<file path="src/rtl/avg_sample_collector_if.sv">
// Bus bundle for avg_sample_collector: capture side, read side and status.
// master = the environment (producer/consumer), slave = the collector.
interface avg_sample_collector_if #(
  parameter int DEPTH = 16,
  parameter int OVF_W = 8
);
  localparam int LVL_W = $clog2(DEPTH) + 1;

  logic                    enable;
  logic signed [15:0]      sample_in;
  logic                    sample_pulse;
  logic                    clear;
  logic                    rd_ready;
  logic                    rd_valid;
  logic signed [15:0]      rd_data;
  logic [LVL_W-1:0]        level;
  logic                    full;
  logic                    empty;
  logic [OVF_W-1:0]        overflow_cnt;
  logic signed [15:0]      min_val;
  logic signed [15:0]      max_val;
  logic                    stats_valid;

  modport master (
    output enable, sample_in, sample_pulse, clear, rd_ready,
    input  rd_valid, rd_data, level, full, empty, overflow_cnt,
           min_val, max_val, stats_valid
  );

  modport slave (
    input  enable, sample_in, sample_pulse, clear, rd_ready,
    output rd_valid, rd_data, level, full, empty, overflow_cnt,
           min_val, max_val, stats_valid
  );
endinterface

</file>
<file path="src/rtl/avg_sample_collector.sv">
// avg_sample_collector: show-ahead FIFO that captures moving-average output
// samples, counts samples dropped while full, and optionally tracks the
// running min/max of accepted samples.
// Optional feature macro: AVG_COLLECT_STATS_EN (min/max statistics logic).
// DEPTH must be a power of two in 4..64 so the pointers wrap for free.
module avg_sample_collector #(
  parameter int DEPTH = 16,
  parameter int OVF_W = 8
) (
  input logic                   clk,
  input logic                   rst,
  avg_sample_collector_if.slave bus
);
  localparam int AW    = $clog2(DEPTH);
  localparam int LVL_W = AW + 1;

  logic signed [15:0] mem_q [DEPTH];
  logic [AW-1:0]      wr_ptr_q, wr_ptr_d;
  logic [AW-1:0]      rd_ptr_q, rd_ptr_d;
  logic [LVL_W-1:0]   level_q, level_d;
  logic [OVF_W-1:0]   ovf_q, ovf_d;

  logic empty_s;
  logic full_s;
  logic pop_s;
  logic push_s;
  logic drop_s;

  assign empty_s = (level_q == LVL_W'(0));
  assign full_s  = (level_q == LVL_W'(DEPTH));

  // Handshake decode; clear swallows any coincident traffic.
  always_comb begin
    pop_s  = 1'b0;
    push_s = 1'b0;
    drop_s = 1'b0;
    if (bus.clear) begin
      pop_s  = 1'b0;
      push_s = 1'b0;
      drop_s = 1'b0;
    end else begin
      pop_s  = !empty_s && bus.rd_ready;
      push_s = bus.enable && bus.sample_pulse && (!full_s || pop_s);
      drop_s = bus.enable && bus.sample_pulse && full_s && !pop_s;
    end
  end

  // Next-state for pointers, occupancy and the saturating drop counter.
  always_comb begin
    wr_ptr_d = wr_ptr_q;
    rd_ptr_d = rd_ptr_q;
    level_d  = level_q;
    ovf_d    = ovf_q;
    if (bus.clear) begin
      wr_ptr_d = AW'(0);
      rd_ptr_d = AW'(0);
      level_d  = LVL_W'(0);
      ovf_d    = OVF_W'(0);
    end else begin
      if (push_s) begin
        wr_ptr_d = wr_ptr_q + AW'(1);
      end else begin
        wr_ptr_d = wr_ptr_q;
      end
      if (pop_s) begin
        rd_ptr_d = rd_ptr_q + AW'(1);
      end else begin
        rd_ptr_d = rd_ptr_q;
      end
      case ({push_s, pop_s})
        2'b10:   level_d = level_q + LVL_W'(1);
        2'b01:   level_d = level_q - LVL_W'(1);
        default: level_d = level_q;
      endcase
      if (drop_s && (ovf_q != {OVF_W{1'b1}})) begin
        ovf_d = ovf_q + OVF_W'(1);
      end else begin
        ovf_d = ovf_q;
      end
    end
  end

  // Control state registers with synchronous reset.
  always_ff @(posedge clk) begin
    if (rst) begin
      wr_ptr_q <= AW'(0);
      rd_ptr_q <= AW'(0);
      level_q  <= LVL_W'(0);
      ovf_q    <= OVF_W'(0);
    end else begin
      wr_ptr_q <= wr_ptr_d;
      rd_ptr_q <= rd_ptr_d;
      level_q  <= level_d;
      ovf_q    <= ovf_d;
    end
  end

  // Sample storage; contents need no reset since level gates visibility.
  always_ff @(posedge clk) begin
    if (push_s && !rst) begin
      mem_q[wr_ptr_q] <= bus.sample_in;
    end
  end

  assign bus.rd_valid     = !empty_s;
  assign bus.rd_data      = empty_s ? 16'sd0 : mem_q[rd_ptr_q];
  assign bus.level        = level_q;
  assign bus.full         = full_s;
  assign bus.empty        = empty_s;
  assign bus.overflow_cnt = ovf_q;

`ifdef AVG_COLLECT_STATS_EN
  logic signed [15:0] min_q, min_d;
  logic signed [15:0] max_q, max_d;
  logic               stats_valid_q, stats_valid_d;

  // Running min/max over accepted pushes; first push loads both.
  always_comb begin
    min_d         = min_q;
    max_d         = max_q;
    stats_valid_d = stats_valid_q;
    if (bus.clear) begin
      min_d         = 16'sd0;
      max_d         = 16'sd0;
      stats_valid_d = 1'b0;
    end else if (push_s) begin
      stats_valid_d = 1'b1;
      if (!stats_valid_q) begin
        min_d = bus.sample_in;
        max_d = bus.sample_in;
      end else begin
        min_d = (bus.sample_in < min_q) ? bus.sample_in : min_q;
        max_d = (bus.sample_in > max_q) ? bus.sample_in : max_q;
      end
    end else begin
      stats_valid_d = stats_valid_q;
    end
  end

  // Statistics registers with synchronous reset.
  always_ff @(posedge clk) begin
    if (rst) begin
      min_q         <= 16'sd0;
      max_q         <= 16'sd0;
      stats_valid_q <= 1'b0;
    end else begin
      min_q         <= min_d;
      max_q         <= max_d;
      stats_valid_q <= stats_valid_d;
    end
  end

  assign bus.min_val     = min_q;
  assign bus.max_val     = max_q;
  assign bus.stats_valid = stats_valid_q;
`else
  assign bus.min_val     = 16'sd0;
  assign bus.max_val     = 16'sd0;
  assign bus.stats_valid = 1'b0;
`endif
endmodule

</file>
<file path="src/flat_wrapper.sv">
// flat-port wrapper written by rule: the top's interface ports become plain ports
module avg_sample_collector_flat 
#(
  parameter int DEPTH = 16,
  parameter int OVF_W = 8
)
  (clk, rst, bus_enable, bus_sample_in, bus_sample_pulse, bus_clear, bus_rd_ready, bus_rd_valid, bus_rd_data, bus_level, bus_full, bus_empty, bus_overflow_cnt, bus_min_val, bus_max_val, bus_stats_valid);
  avg_sample_collector_if #(.DEPTH(DEPTH), .OVF_W(OVF_W)) bus_i ();
  input logic clk;
  input logic rst;
  input wire logic [$bits(bus_i.enable)-1:0] bus_enable;
  input wire logic [$bits(bus_i.sample_in)-1:0] bus_sample_in;
  input wire logic [$bits(bus_i.sample_pulse)-1:0] bus_sample_pulse;
  input wire logic [$bits(bus_i.clear)-1:0] bus_clear;
  input wire logic [$bits(bus_i.rd_ready)-1:0] bus_rd_ready;
  output wire logic [$bits(bus_i.rd_valid)-1:0] bus_rd_valid;
  output wire logic [$bits(bus_i.rd_data)-1:0] bus_rd_data;
  output wire logic [$bits(bus_i.level)-1:0] bus_level;
  output wire logic [$bits(bus_i.full)-1:0] bus_full;
  output wire logic [$bits(bus_i.empty)-1:0] bus_empty;
  output wire logic [$bits(bus_i.overflow_cnt)-1:0] bus_overflow_cnt;
  output wire logic [$bits(bus_i.min_val)-1:0] bus_min_val;
  output wire logic [$bits(bus_i.max_val)-1:0] bus_max_val;
  output wire logic [$bits(bus_i.stats_valid)-1:0] bus_stats_valid;
  assign bus_i.enable = bus_enable;
  assign bus_i.sample_in = bus_sample_in;
  assign bus_i.sample_pulse = bus_sample_pulse;
  assign bus_i.clear = bus_clear;
  assign bus_i.rd_ready = bus_rd_ready;
  assign bus_rd_valid = bus_i.rd_valid;
  assign bus_rd_data = bus_i.rd_data;
  assign bus_level = bus_i.level;
  assign bus_full = bus_i.full;
  assign bus_empty = bus_i.empty;
  assign bus_overflow_cnt = bus_i.overflow_cnt;
  assign bus_min_val = bus_i.min_val;
  assign bus_max_val = bus_i.max_val;
  assign bus_stats_valid = bus_i.stats_valid;
  avg_sample_collector #(.DEPTH(DEPTH), .OVF_W(OVF_W)) u_core (.clk(clk), .rst(rst), .bus(bus_i));
endmodule
</file>
<file path="config.mk">
export PLATFORM = sky130hd
export DESIGN_NAME = avg_sample_collector_flat
export DESIGN_NICKNAME = d
export VERILOG_FILES = /design/src/rtl/avg_sample_collector_if.sv /design/src/rtl/avg_sample_collector.sv /design/src/flat_wrapper.sv
export SDC_FILE = /design/constraint.sdc
export NUM_CORES = 1
export LEC_CHECK = 0
export CAP_MARGIN = 20
export CELL_PAD_IN_SITES_DETAIL_PLACEMENT = 0
export CELL_PAD_IN_SITES_GLOBAL_PLACEMENT = 1
export CORE_ASPECT_RATIO = 0.8
export CORE_UTILIZATION = 25
export CTS_BUF_LIST = sky130_fd_sc_hd__clkbuf_4
export CTS_CLUSTER_DIAMETER = 40
export DETAILED_ROUTE_END_ITERATION = 8
export PLACE_DENSITY = 0.47
export SLEW_MARGIN = 20
export SYNTH_ARGS = -nofsm -noshare
export SYNTH_HDL_FRONTEND = slang
export SYNTH_SLANG_ARGS = --single-unit
</file>
<file path="constraint.sdc">
create_clock -name clk -period 2.95 [get_ports clk]
set_input_delay 0.7375 -clock clk [delete_from_list [all_inputs] [get_ports clk]]
set_output_delay 0.7375 -clock clk [all_outputs]
set_load 0.02 [all_outputs]
</file>
==> metrics.csv <==
stage;metric;value;unit
grt;grt_pass1_vias;6655;
grt;antenna_found_initial;1;
synthesis;synthesis.instances;618;
job;max_cap_violations;0;
synthesis;yosys.area.top_type;edfxtp_1;
timing;grt_setup_unrepaired;true;
routing;drt_wl_total;28560;µm
grt;grt_start_max_net_pins;33;
outcome;violations;negative setup slack;
routing;vias;6233;
timing;fin_crit_sh;108.8;%
synthesis;yosys-top-cells-area;edfxtp_1 67%, mux4_2 13%, dfxtp_1 4.4%, mux2i_1 3.0%, buf_4 2.2%;
clocking;cts_tree;done;
clocking;clock_path_buffers;3;
clocking;clockRootBuffer;clkbuf_4;
grt;grt-ovfl-total;0;
grt;globalRouteTotalUtil;12.55;%
placement;finalWeightedCongestion;0.7754;
finish;nets;827;
clocking;worstSkewPairLatency;0.70;ns
placement;io_buffers;53;
outcome;status;complete, but fails checks;
routing;drt-pass1-iter-count;5;
timing;fin_worst_skew;0.05002;ns
floorplanning;initial_core_util;25.52;%
floorplanning;rows;69;
power_and_ir_drop;cellPowerDensity;551.5;nW/µm²
clocking;cts-hold-fix-buffers;0;
timing;layout_setup_ws;-0.2605;ns
worst_setup_path;timing_worst_setup_path_type;register to output pin;
floorplanning;die_h;192.9;µm
routing;antenna_left;0;
worst_setup_path;crit_arrival;2.47;ns
clocking;clock-sinks;281;
synthesis;synth_warnings;0;
worst_setup_path;start_kind;register;
floorplanning;io_pins;87;
placement;dpl.cell_count;1306;
synthesis;yosys.area.top_type_share;67.49;%
clocking;htreeDepth;3;
worst_setup_path;critical-path-max-stage-delay;0.49;ns
grt;grt_first_pass_wirelength;41920;µm
worst_setup_path;required;2.21;ns
placement;detailed_place.area;13210;µm²
worst_setup_path;r2r_slack;0.52;ns
floorplanning;die_w;240.7;µm
timing;hold_viol_final;0;
finish;finalNonFillerCells;1462;
routing;drc;0;
worst_hold_path;hp-class;register to register;
finish;synthToLayoutAreaGrowth;28.13;%
worst_setup_path;cpMostUsedCell;buf_12;
power_and_ir_drop;p_total;8050;µW
routing;drt_iter0_drc;339;
finish;fin_util;32.70;%
clocking;cts_made_buffers;79;
timing;worst_slew_pin_slew;0.6940;ns
synthesis;synth_cell_type_count;45;
placement;place_hpwl;17640;µm
finish;final_area;14600;µm²
worst_setup_path;end_kind;output pin;
worst_setup_path;crit_path_max_fanout;5;
timing;relSlewSlack;53.59;%
synthesis;ys_seq_area_share;71.88;%
timing;setup_viol;16;
floorplanning;dieArea;46430;µm²
worst_setup_path;cp_slowest_cell;mux4_2;
timing;final.min_clock_period;3.210;ns
clocking;clk_pin_slew_worst_paths;0.06;ns
routing;wl_per_cell;19.53;µm
timing;fmax;0.3115;GHz
finish;drive_gt1_share;37.30;%
placement;preCtsSetupSlack;-0.1668;ns
worst_setup_path;cp_cell_sequence;buf_12 > buf_12 > buf_8 > mux4_2 > mux2i_1 > o22ai_2 > buf_6;
timing;final_max_slew_viol_count;0;
power_and_ir_drop;leakage;0.004682;µW
synthesis;syn_area;11390;µm²
power_and_ir_drop;peakVddDrop;0.0002980;V
synthesis;synth_seq_cells;281;
routing;vias_per_cell;4.263;
synthesis;syn_avg_cell_area;18.43;µm²
floorplanning;core_area;44630;µm²
-- registers in the layout, summed over array words and instances, names as in the netlist, named ones only --
| signal | flops |
|---|---|
| u_core.bus.level | 5 |
| u_core.wr_ptr_q | 4 |
| u_core.rd_ptr_q | 4 |
| u_core.mem_q | 256 |
| u_core.bus.overflow_cnt | 8 |
-- layout by cell type (no fill, tap or decap), types with 4 or more instances in the layout --
master	count
conb_1	33
mux4_2	64
ha_1	8
nand2_1	18
clkbuf_4	107
nor2_2	12
buf_4	51
inv_1	10
nand3_1	7
mux2i_4	6
nor2_1	27
o22ai_1	8
mux2i_2	4
buf_2	4
xnor2_1	10
a21oi_1	8
mux2i_1	24
o21ai_0	6
xor2_1	6
o22ai_2	8
buf_12	24
clkinv_1	21
edfxtp_1	256
nor4_1	4
dfxtp_1	22
nand2b_1	4
clkinv_2	8
buf_6	8
clkdlybuf4s50_1	35
-- final cells by class --
| type | instances | area (µm²) |
|---|---|---|
| well taps | 603 | 754.5 |
| fillers | 4346 | 30040 |
| repair buffers | 130 | 1479 |
| diodes | 1 | 2.502 |
| clock inverters | 35 | 202.7 |
| multi-input cells | 295 | 3122 |
| inverters | 10 | 37.54 |
| flip-flops and latches | 281 | 8194 |
| clock buffers | 107 | 803.3 |
-- worst max-delay path, delay by kind of cell, from the launching register on --
family,cells,cell delay (ns)
AOI/OAI and AO/OA,1,0.13
buffers and inverters,4,0.56
DFF,1,0.41
muxes,2,0.66
-- metal layers --
layer	track usage (%)	wire length (µm)	up-vias
met5	0	0	-
met4	4.459	497	0
met3	2.875	1083	41
met2	20.24	13880	139
met1	16.53	13100	3217
li1	-	-	2836
-- where the power goes --
group	internal [µW]	switching, µW
combinational	71.3	150
clock	1880	1610
sequential	4340	2.28
-- Yosys cell counts (all sizes together) --
cell and number:
nor4b 1, mux2i 34, mux4 64, or4 1, nor3 7, nand4 4, o22ai 16, nor2 39
dfxtp 25, a21oi 8, nand2b 4, o211ai 2, xor2 6, xnor2 10, clkbuf 16, or2 1
o221ai 1, a31oi 1, o311a 1, inv 10, o21a 1, nand3 7, edfxtp 256, and2 2
o311ai 1, buf 48, nand2 19, or3 1, o21ai 6, a211o 1, and2b 1, ha 8
and3b 1, a311oi 2, nor2b 2, a211oi 3, o31ai 1, o211a 1, conb 1, nor4 5
-- metrics by stage --
stage               setup TNS, ns  hold slack (ns)
floorplan                  -5.936           0.4847
global placement           -5.430           0.5093
detailed placement         -9.644           0.5287
CTS                        -5.207           0.5381
global route               -5.493           0.5749
finish                     -3.404           0.5432
-- final timing paths --
kind,cells past startpoint,end,startpoint
setup / recovery,7,bus_rd_data[3],register
hold / removal,2,u_core.bus.overflow_cnt[1],u_core.bus.overflow_cnt[1]
setup reg to reg,10,u_core.bus.level[2],u_core.bus.level[1]
hold reg to reg,2,u_core.bus.overflow_cnt[1],u_core.bus.overflow_cnt[1]
-- cells by family (layout without fill, tap and decap cells) --
| family | after synthesis | count (layout) | share of synthesized area [%] |
|---|---|---|---|
| XOR/XNOR | 16 | 16 | 1.230 |
| AO/OA/AOI/OAI | 45 | 45 | 2.625 |
| adder cells (fa/ha/maj) | 8 | 8 | 0.8788 |
| flip-flops | 281 | 281 | 71.88 |
| other | 1 | 34 | 0.03292 |
| multiplexers | 98 | 98 | 15.64 |
| AND/OR/NAND/NOR | 95 | 95 | 4.042 |
| buffers and inverters | 74 | 282 | 3.669 |
-- repair_timing --
item | in CTS | in global routing
hold endpoints to repair | 0 | 0
resized for setup | 102 | 24
setup endpoints to repair | 19 | 16
setup buffers | 8 | 2
gates cloned | 4 | 1
pin swaps | 4 | 6
No activity file was read; power rests on OpenSTA's default activity.
